**config.mk**
```make
export PLATFORM = sky130hd
export DESIGN_NAME = gat_load_sequencer
export DESIGN_NICKNAME = d
export VERILOG_FILES = /design/src/rtl/gat_load_sequencer.sv
export SDC_FILE = /design/constraint.sdc
export NUM_CORES = 1
export LEC_CHECK = 0
export CAP_MARGIN = 20
export CORE_ASPECT_RATIO = 0.5
export CORE_MARGIN = 5
export CORE_UTILIZATION = 37
export DETAILED_ROUTE_END_ITERATION = 8
export PLACE_DENSITY = 0.77
export SKIP_LAST_GASP = 1
export SLEW_MARGIN = 20
export SYNTH_ARGS = -nofsm -noshare
export SYNTH_HDL_FRONTEND = slang
export SYNTH_SLANG_ARGS = --single-unit
export TNS_END_PERCENT = 5
```
**constraint.sdc**
```tcl
create_clock -name clk -period 3 [get_ports clk]
set_input_delay 0.75 -clock clk [delete_from_list [all_inputs] [get_ports clk]]
set_output_delay 0.75 -clock clk [all_outputs]
set_load 0.05 [all_outputs]
```
**src/rtl/gat_load_sequencer.sv**
```systemverilog
// Loads the GAT BRAM regions from one word stream, then streams the feature BRAM back out.
// Optional WAIT_GAT watchdog: define GAT_LOAD_TIMEOUT_EN.
module gat_load_sequencer #(
    parameter int TOP_WIDTH          = 32,
    parameter int H_DATA_DEPTH       = 242101,
    parameter int NODE_INFO_DEPTH    = 13264,
    parameter int WEIGHT_DEPTH       = 22928,
    parameter int SUBGRAPH_DEPTH     = 13264,
    parameter int FEAT_WORDS         = 43328,
`ifdef GAT_LOAD_TIMEOUT_EN
    parameter int TIMEOUT_CYCLES     = 2**24,
`endif
    parameter int H_DATA_ADDR_W      = $clog2(H_DATA_DEPTH),
    parameter int H_NODE_INFO_ADDR_W = $clog2(NODE_INFO_DEPTH),
    parameter int WGT_ADDR_W         = $clog2(WEIGHT_DEPTH),
    parameter int SUBGRAPH_ADDR_W    = $clog2(SUBGRAPH_DEPTH),
    parameter int NEW_FEATURE_ADDR_W = $clog2(FEAT_WORDS)
) (
    input  logic                            clk,
    input  logic                            rst,
    input  logic                            start,
    input  logic [TOP_WIDTH-1:0]            s_data,
    input  logic                            s_valid,
    input  logic                            s_last,
    output logic                            s_ready,
    output logic [TOP_WIDTH-1:0]            h_data_bram_din,
    output logic                            h_data_bram_ena,
    output logic                            h_data_bram_wea,
    output logic [H_DATA_ADDR_W+1:0]        h_data_bram_addra,
    output logic [TOP_WIDTH-1:0]            h_node_info_bram_din,
    output logic                            h_node_info_bram_ena,
    output logic                            h_node_info_bram_wea,
    output logic [H_NODE_INFO_ADDR_W+1:0]   h_node_info_bram_addra,
    output logic [TOP_WIDTH-1:0]            wgt_bram_din,
    output logic                            wgt_bram_ena,
    output logic                            wgt_bram_wea,
    output logic [WGT_ADDR_W+1:0]           wgt_bram_addra,
    output logic [TOP_WIDTH-1:0]            subgraph_bram_din,
    output logic                            subgraph_bram_ena,
    output logic                            subgraph_bram_wea,
    output logic [SUBGRAPH_ADDR_W+1:0]      subgraph_bram_addra,
    output logic                            h_data_bram_load_done,
    output logic                            h_node_info_bram_load_done,
    output logic                            wgt_bram_load_done,
    input  logic                            gat_ready,
    output logic [NEW_FEATURE_ADDR_W+1:0]   feat_bram_addrb,
    input  logic [TOP_WIDTH-1:0]            feat_bram_dout,
    output logic [TOP_WIDTH-1:0]            m_data,
    output logic                            m_valid,
    output logic                            m_last,
    input  logic                            m_ready,
    output logic                            busy,
    output logic                            err
);

    localparam int MAX_AB    = (H_DATA_DEPTH > NODE_INFO_DEPTH) ? H_DATA_DEPTH : NODE_INFO_DEPTH;
    localparam int MAX_CD    = (WEIGHT_DEPTH > SUBGRAPH_DEPTH) ? WEIGHT_DEPTH : SUBGRAPH_DEPTH;
    localparam int MAX_DEPTH = (MAX_AB > MAX_CD) ? MAX_AB : MAX_CD;
    localparam int IDX_W     = $clog2(MAX_DEPTH + 1);
    localparam int RD_W      = $clog2(FEAT_WORDS + 1);
`ifdef GAT_LOAD_TIMEOUT_EN
    localparam int TMO_W     = $clog2(TIMEOUT_CYCLES + 1);
`endif

    typedef enum logic [2:0] {IDLE, LD_H, LD_NI, LD_W, LD_SG, WAIT_GAT, DRAIN} state_t;

    state_t               state;
    logic [IDX_W-1:0]     word_idx;
    logic [IDX_W-1:0]     lim;
    logic                 beat;
    logic                 wr_ok;
    logic [RD_W-1:0]      rd_idx;
    logic                 issue;
    logic                 pop;
    logic [2:0]           occ;
    logic                 rd_vld_p1;
    logic                 rd_last_p1;
    logic [TOP_WIDTH-1:0] fifo_data [2];
    logic [1:0]           fifo_last;
    logic [1:0]           fifo_cnt;
    logic                 wr_ptr;
    logic                 rd_ptr;
`ifdef GAT_LOAD_TIMEOUT_EN
    logic [TMO_W-1:0]     tmo_cnt;
`endif

    always_comb begin
        lim = '0;
        case (state)
            LD_H:    lim = IDX_W'(H_DATA_DEPTH);
            LD_NI:   lim = IDX_W'(NODE_INFO_DEPTH);
            LD_W:    lim = IDX_W'(WEIGHT_DEPTH);
            LD_SG:   lim = IDX_W'(SUBGRAPH_DEPTH);
            default: lim = '0;
        endcase
    end

    assign s_ready = (state == LD_H) || (state == LD_NI) || (state == LD_W) || (state == LD_SG);
    assign beat    = s_valid && s_ready;
    // A beat landing past the region's depth is swallowed without a write.
    assign wr_ok   = beat && (word_idx != lim);
    assign busy    = (state != IDLE);

    assign h_data_bram_ena        = wr_ok && (state == LD_H);
    assign h_data_bram_wea        = h_data_bram_ena;
    assign h_data_bram_din        = h_data_bram_ena ? s_data : '0;
    assign h_data_bram_addra      = h_data_bram_ena ? {word_idx[H_DATA_ADDR_W-1:0], 2'b00} : '0;
    assign h_node_info_bram_ena   = wr_ok && (state == LD_NI);
    assign h_node_info_bram_wea   = h_node_info_bram_ena;
    assign h_node_info_bram_din   = h_node_info_bram_ena ? s_data : '0;
    assign h_node_info_bram_addra = h_node_info_bram_ena ? {word_idx[H_NODE_INFO_ADDR_W-1:0], 2'b00} : '0;
    assign wgt_bram_ena           = wr_ok && (state == LD_W);
    assign wgt_bram_wea           = wgt_bram_ena;
    assign wgt_bram_din           = wgt_bram_ena ? s_data : '0;
    assign wgt_bram_addra         = wgt_bram_ena ? {word_idx[WGT_ADDR_W-1:0], 2'b00} : '0;
    assign subgraph_bram_ena      = wr_ok && (state == LD_SG);
    assign subgraph_bram_wea      = subgraph_bram_ena;
    assign subgraph_bram_din      = subgraph_bram_ena ? s_data : '0;
    assign subgraph_bram_addra    = subgraph_bram_ena ? {word_idx[SUBGRAPH_ADDR_W-1:0], 2'b00} : '0;

    // Stage p0: issue feature read; the pop this cycle frees a slot so the stream sustains 1 word/cycle.
    assign m_valid = (fifo_cnt != 2'd0);
    assign m_data  = m_valid ? fifo_data[rd_ptr] : '0;
    assign m_last  = m_valid && fifo_last[rd_ptr];
    assign pop     = m_valid && m_ready;
    assign occ     = 3'(fifo_cnt) + 3'(rd_vld_p1) - 3'(pop);
    assign issue   = (state == DRAIN) && (rd_idx < RD_W'(FEAT_WORDS)) && (occ < 3'd2);
    assign feat_bram_addrb = (state == DRAIN) ? {rd_idx[NEW_FEATURE_ADDR_W-1:0], 2'b00} : '0;

    // Stage p1: BRAM read data arrives and is written into the output FIFO.
    always_ff @(posedge clk) begin
        if (rd_vld_p1) fifo_data[wr_ptr] <= feat_bram_dout;
    end

    always_ff @(posedge clk or posedge rst) begin
        if (rst) begin
            state                      <= IDLE;
            word_idx                   <= '0;
            rd_idx                     <= '0;
            rd_vld_p1                  <= 1'b0;
            rd_last_p1                 <= 1'b0;
            fifo_last                  <= '0;
            fifo_cnt                   <= '0;
            wr_ptr                     <= 1'b0;
            rd_ptr                     <= 1'b0;
            h_data_bram_load_done      <= 1'b0;
            h_node_info_bram_load_done <= 1'b0;
            wgt_bram_load_done         <= 1'b0;
            err                        <= 1'b0;
`ifdef GAT_LOAD_TIMEOUT_EN
            tmo_cnt                    <= '0;
`endif
        end else begin
            rd_vld_p1  <= issue;
            rd_last_p1 <= issue && (rd_idx == RD_W'(FEAT_WORDS - 1));
            if (issue) rd_idx <= rd_idx + 1'b1;
            if (rd_vld_p1) begin
                fifo_last[wr_ptr] <= rd_last_p1;
                wr_ptr            <= ~wr_ptr;
            end
            if (pop) rd_ptr <= ~rd_ptr;
            fifo_cnt <= fifo_cnt + 2'(rd_vld_p1) - 2'(pop);

            case (state)
                IDLE: begin
                    if (start) begin
                        h_data_bram_load_done      <= 1'b0;
                        h_node_info_bram_load_done <= 1'b0;
                        wgt_bram_load_done         <= 1'b0;
                        err                        <= 1'b0;
                        word_idx                   <= '0;
                        rd_idx                     <= '0;
                        state                      <= LD_H;
                    end
                end
                LD_H, LD_NI, LD_W, LD_SG: begin
                    if (beat) begin
                        if (word_idx == lim) err <= 1'b1;
                        else word_idx <= word_idx + 1'b1;
                        if (s_last) begin
                            word_idx <= '0;
                            state    <= state_t'(state + 3'd1);
                            if (state == LD_H)  h_data_bram_load_done      <= 1'b1;
                            if (state == LD_NI) h_node_info_bram_load_done <= 1'b1;
                            if (state == LD_W)  wgt_bram_load_done         <= 1'b1;
`ifdef GAT_LOAD_TIMEOUT_EN
                            tmo_cnt <= '0;
`endif
                        end
                    end
                end
                WAIT_GAT: begin
                    if (gat_ready) begin
                        state <= DRAIN;
`ifdef GAT_LOAD_TIMEOUT_EN
                    end else if (tmo_cnt == TMO_W'(TIMEOUT_CYCLES - 1)) begin
                        err   <= 1'b1;
                        state <= IDLE;
                    end else begin
                        tmo_cnt <= tmo_cnt + 1'b1;
`endif
                    end
                end
                DRAIN: begin
                    if (pop && m_last) begin
                        rd_idx <= '0;
                        state  <= IDLE;
                    end
                end
                default: state <= IDLE;
            endcase
        end
    end

endmodule

```
==> results.py <==
metrics = {
    "status": {
        "status": "complete, but fails checks",
        "failed_checks": "negative setup slack",
    },
    "place": {
        "place_hpwl_um": 21000,
        "dpl-instance-area_um2": 13000,
        "port_buffers": 323,
        "place.gp.congestion": 0.914,
    },
    "final_layout": {
        "syn_to_final_growth_pct": 104,
        "final_layout_size_suffix_gt1_share_pct": 48.2,
        "diodes": 0,
        "layout.nets": 1152,
        "finalInstanceArea_um2": 13900,
    },
    "sta": {
        "finalHoldViolCount": 0,
        "postLayoutSetupSlackWorst_ns": -0.807,
        "report.final.slew_viol_count": 0,
        "period_minus_slack_ns": 3.81,
        "worstMarginPinSlew_ns": 0.864,
        "whs_ns": 0.499,
        "rsz0062_at_grt": "yes",
        "setup_viol": 230,
        "slew-limit-headroom_pct": 42.3,
        "clock.fmax_ghz": 0.263,
        "min_period_over_period_pct": 127,
        "worst_clock_skew_ns": 0.00984,
    },
    "drt": {
        "detailedRoute.firstPassIterationCount": 6,
        "postRouteAntennaNets": 0,
        "wl_um": 28600,
        "post_drt_wl_per_cell_um": 21.6,
        "drt_iter0_drc": 565,
        "via_count": 6897,
        "drc": 0,
        "avgViaCountPerCell": 5.21,
    },
    "logic_synthesis": {
        "post_synth_instance_area_um2": 6810,
        "yosys_most_used_dff": "sky130_fd_sc_hd__edfxtp_1",
        "asyncSetResetFlopFracSynth_pct": 43.4,
        "post_synth.cell_area_avg_um2": 9.73,
        "ys_ff_latch": 113,
        "yosys.cell_types.count": 60,
        "post_synth_edffs": 64,
        "synthesis.instances": 700,
        "yosysSeqAreaShare_pct": 46.2,
        "ys.warnings.count": 0,
    },
    "floorplan": {
        "core_um2": 18300,
        "die_x_um": 202,
        "die_area_um2": 21400,
        "rows": 35,
        "die_height_um": 106,
        "io_pins": 334,
        "start_util_pct": 37.3,
    },
    "clocking": {
        "cts.htree.levels": 4,
        "clk-insertion-delay-late_ns": 0.40,
        "worst_setup_hold_path_clk_slew_ns": 0.06,
        "tritoncts": "done",
        "cts-buffers-inserted": 17,
        "cts_root_buffer": "sky130_fd_sc_hd__clkbuf_16",
        "numClockSinks": 113,
        "clk_path_buf_depth": 2,
    },
    "grt": {
        "global_route.overflow_total": 0,
        "grt_pass1_wl_um": 42900,
        "grt_start_max_net_pins": 41,
        "track_usage_pct": 25.6,
        "vias_in_the_first_global_route": 7207,
        "grt_antenna_before_repair": 1,
    },
    "power_and_ir_drop": {
        "power_density_nw_per_um2": 725,
        "power.leakage_nw": 5.84,
        "p_total_mw": 10.1,
        "vdd.ir_drop.worst_uv": 554,
    },
    "worst_setup_path": {
        "criticalPathCategory": "reg2out",
        "critical_path.endpoint_type": "primary output",
        "worst-endpoint-required_ns": 2.25,
        "critical_path_peak_fanout": 12,
        "worstSetupStartpointType": "register",
        "cp_data_arrival_time_ns": 3.06,
        "crit_path_max_cell_delay_ns": 0.42,
        "most_frequent_cell_on_the_critical_path": "sky130_fd_sc_hd__buf_4",
        "path_cells": "buf_4 > ha_4 > nor2b_4 > or4_4 > o2bb2a_4 > nand4_1 > buf_4 > buf_4 > buf_4 > and3_4 > and2_4 > buf_12",
        "timing.critical_path.slowest_stage_cell": "sky130_fd_sc_hd__dfrtp_2",
    },
    "flow_run": {
        "maxCapViolCount": 0,
    },
    "min_path": {
        "hold_path_class": "reg2reg",
    },
}
## routing by layer
layer,vias to the layer above,wire length (um),track usage (%)
met3,37,2020,6.74
met1,3464,10900,29.9
li1,3107,-,-
met5,-,14,0
met4,2,485,6.09
met2,287,15200,47.3
## cell type report
type                    instances  area (um2)
clock buffers                  17         425
repair buffers                406        5980
well taps                     240         300
inverters                      12        48.8
flip-flops and latches        113        3150
multi-input cells             521        3850
fillers                      1093        4370
clock inverters                15         135
## per-stage QoR
stage                     setup slack [ns]  util [%]  setup TNS, ns  cells
after floorplan                     -0.165         -         -24.44    709
after global placement              -0.551      71.4         -53.82   1271
after detailed placement            -0.704      71.4         -67.58   1271
after CTS                           -0.784      75.5        -144.53   1318
after global routing                -0.911      76.1        -169.44   1324
final                               -0.807      76.1        -147.09   1324
## sequential cells by signal, summed over array words and instances, names as in the netlist
| name | flops |
|---|---|
| rd_ptr | 1 |
| err | 1 |
| h_data_bram_load_done | 1 |
| word_idx | 18 |
| fifo_last | 2 |
| fifo_cnt | 2 |
| h_node_info_bram_load_done | 1 |
| rd_vld_p1 | 1 |
| rd_idx | 16 |
| fifo_data | 64 |
| rd_last_p1 | 1 |
| wgt_bram_load_done | 1 |
| wr_ptr | 1 |
| state | 3 |
## final timing paths
path | cells past startpoint | start | end | slack [ns]
worst max-delay path | 12 | state[1] | wgt_bram_din[26] | -0.81
worst min-delay path | 1 | rd_last_p1 | fifo_last[1] | 0.50
worst max register to register | 14 | fifo_cnt[0] | rd_idx[11] | -0.16
worst min register to register | 1 | rd_last_p1 | fifo_last[1] | 0.50
max in group asynchronous | 3 | rst | word_idx[5] | 1.47
min in group asynchronous | 2 | rst | fifo_cnt[0] | 0.86
## power by group
part           leakage, nW  switching, mW  internal [mW]
clock                0.275          0.762           1.15
sequential            1.23         0.0975           1.78
combinational         4.33           3.66           2.62
## worst max-delay path: cells and delay by family (launching register included)
kind                     cells  cell delay (ns)
flip-flops                   1             0.42
AO/OA/AOI/OAI                1             0.21
buffers and inverters        5             0.76
adder cells (fa/ha/maj)      1             0.17
AND/OR/NAND/NOR              5             1.12
## Yosys cell counts, types with 4 or more instances
| cell | number | area (um2) |
|---|---|---|
| sky130_fd_sc_hd__and2_1 | 191 | 1190 |
| sky130_fd_sc_hd__nor2_1 | 66 | 248 |
| sky130_fd_sc_hd__edfxtp_1 | 64 | 1920 |
| sky130_fd_sc_hd__dfrtp_1 | 49 | 1230 |
| sky130_fd_sc_hd__mux2i_1 | 37 | 370 |
| sky130_fd_sc_hd__nand2_1 | 37 | 139 |
| sky130_fd_sc_hd__clkbuf_1 | 35 | 131 |
| sky130_fd_sc_hd__and3_1 | 23 | 144 |
| sky130_fd_sc_hd__o21ai_0 | 21 | 105 |
| sky130_fd_sc_hd__buf_4 | 15 | 113 |
| sky130_fd_sc_hd__inv_1 | 12 | 45.0 |
| sky130_fd_sc_hd__nand3_1 | 11 | 55.1 |
| sky130_fd_sc_hd__xor2_1 | 11 | 96.3 |
| sky130_fd_sc_hd__a21oi_1 | 9 | 45.0 |
| sky130_fd_sc_hd__ha_1 | 9 | 113 |
| sky130_fd_sc_hd__nand4_1 | 9 | 56.3 |
| sky130_fd_sc_hd__buf_6 | 8 | 90.1 |
| sky130_fd_sc_hd__o31ai_1 | 8 | 60.1 |
| sky130_fd_sc_hd__nor3_1 | 7 | 35.0 |
| sky130_fd_sc_hd__a21o_1 | 5 | 37.5 |
| sky130_fd_sc_hd__a31oi_1 | 5 | 31.3 |
| sky130_fd_sc_hd__nor4_1 | 5 | 31.3 |
| sky130_fd_sc_hd__nand2b_1 | 4 | 25.0 |
| sky130_fd_sc_hd__or3_1 | 4 | 25.0 |
## kinds of logic (layout without fill, tap and decap cells)
group	count (synthesis)	after routing	synth area share, %
simple gates	376	378	31.3
xor+xnor	13	13	1.67
mux	39	39	5.77
fa+ha+maj	10	10	1.95
flops	113	113	46.2
buf+inv	77	450	6.02
other cells	1	10	0.0551
compound gates	71	71	7.05
## cells in the final DEF (no fill, tap or decap), types with 20 or more instances in the layout
cell / netlist / routed
sky130_fd_sc_hd__nor2_1: 66 / 65
sky130_fd_sc_hd__dfrtp_1: 49 / 47
sky130_fd_sc_hd__edfxtp_1: 64 / 64
sky130_fd_sc_hd__clkdlybuf4s50_1: 0 / 121
sky130_fd_sc_hd__mux2i_1: 37 / 37
sky130_fd_sc_hd__buf_4: 15 / 73
sky130_fd_sc_hd__o21ai_0: 21 / 20
sky130_fd_sc_hd__and2_4: 1 / 154
sky130_fd_sc_hd__and3_1: 23 / 22
sky130_fd_sc_hd__buf_12: 0 / 204
sky130_fd_sc_hd__nand2_1: 37 / 36
## what timing repair did
item,CTS,global route
pin swaps,1,2
gates resized for setup,36,5
gates cloned,3,3
setup buffers,13,3
hold buffers,0,0
endpoints found under the setup margin,230,233
Power figures use the tool's default switching activity.
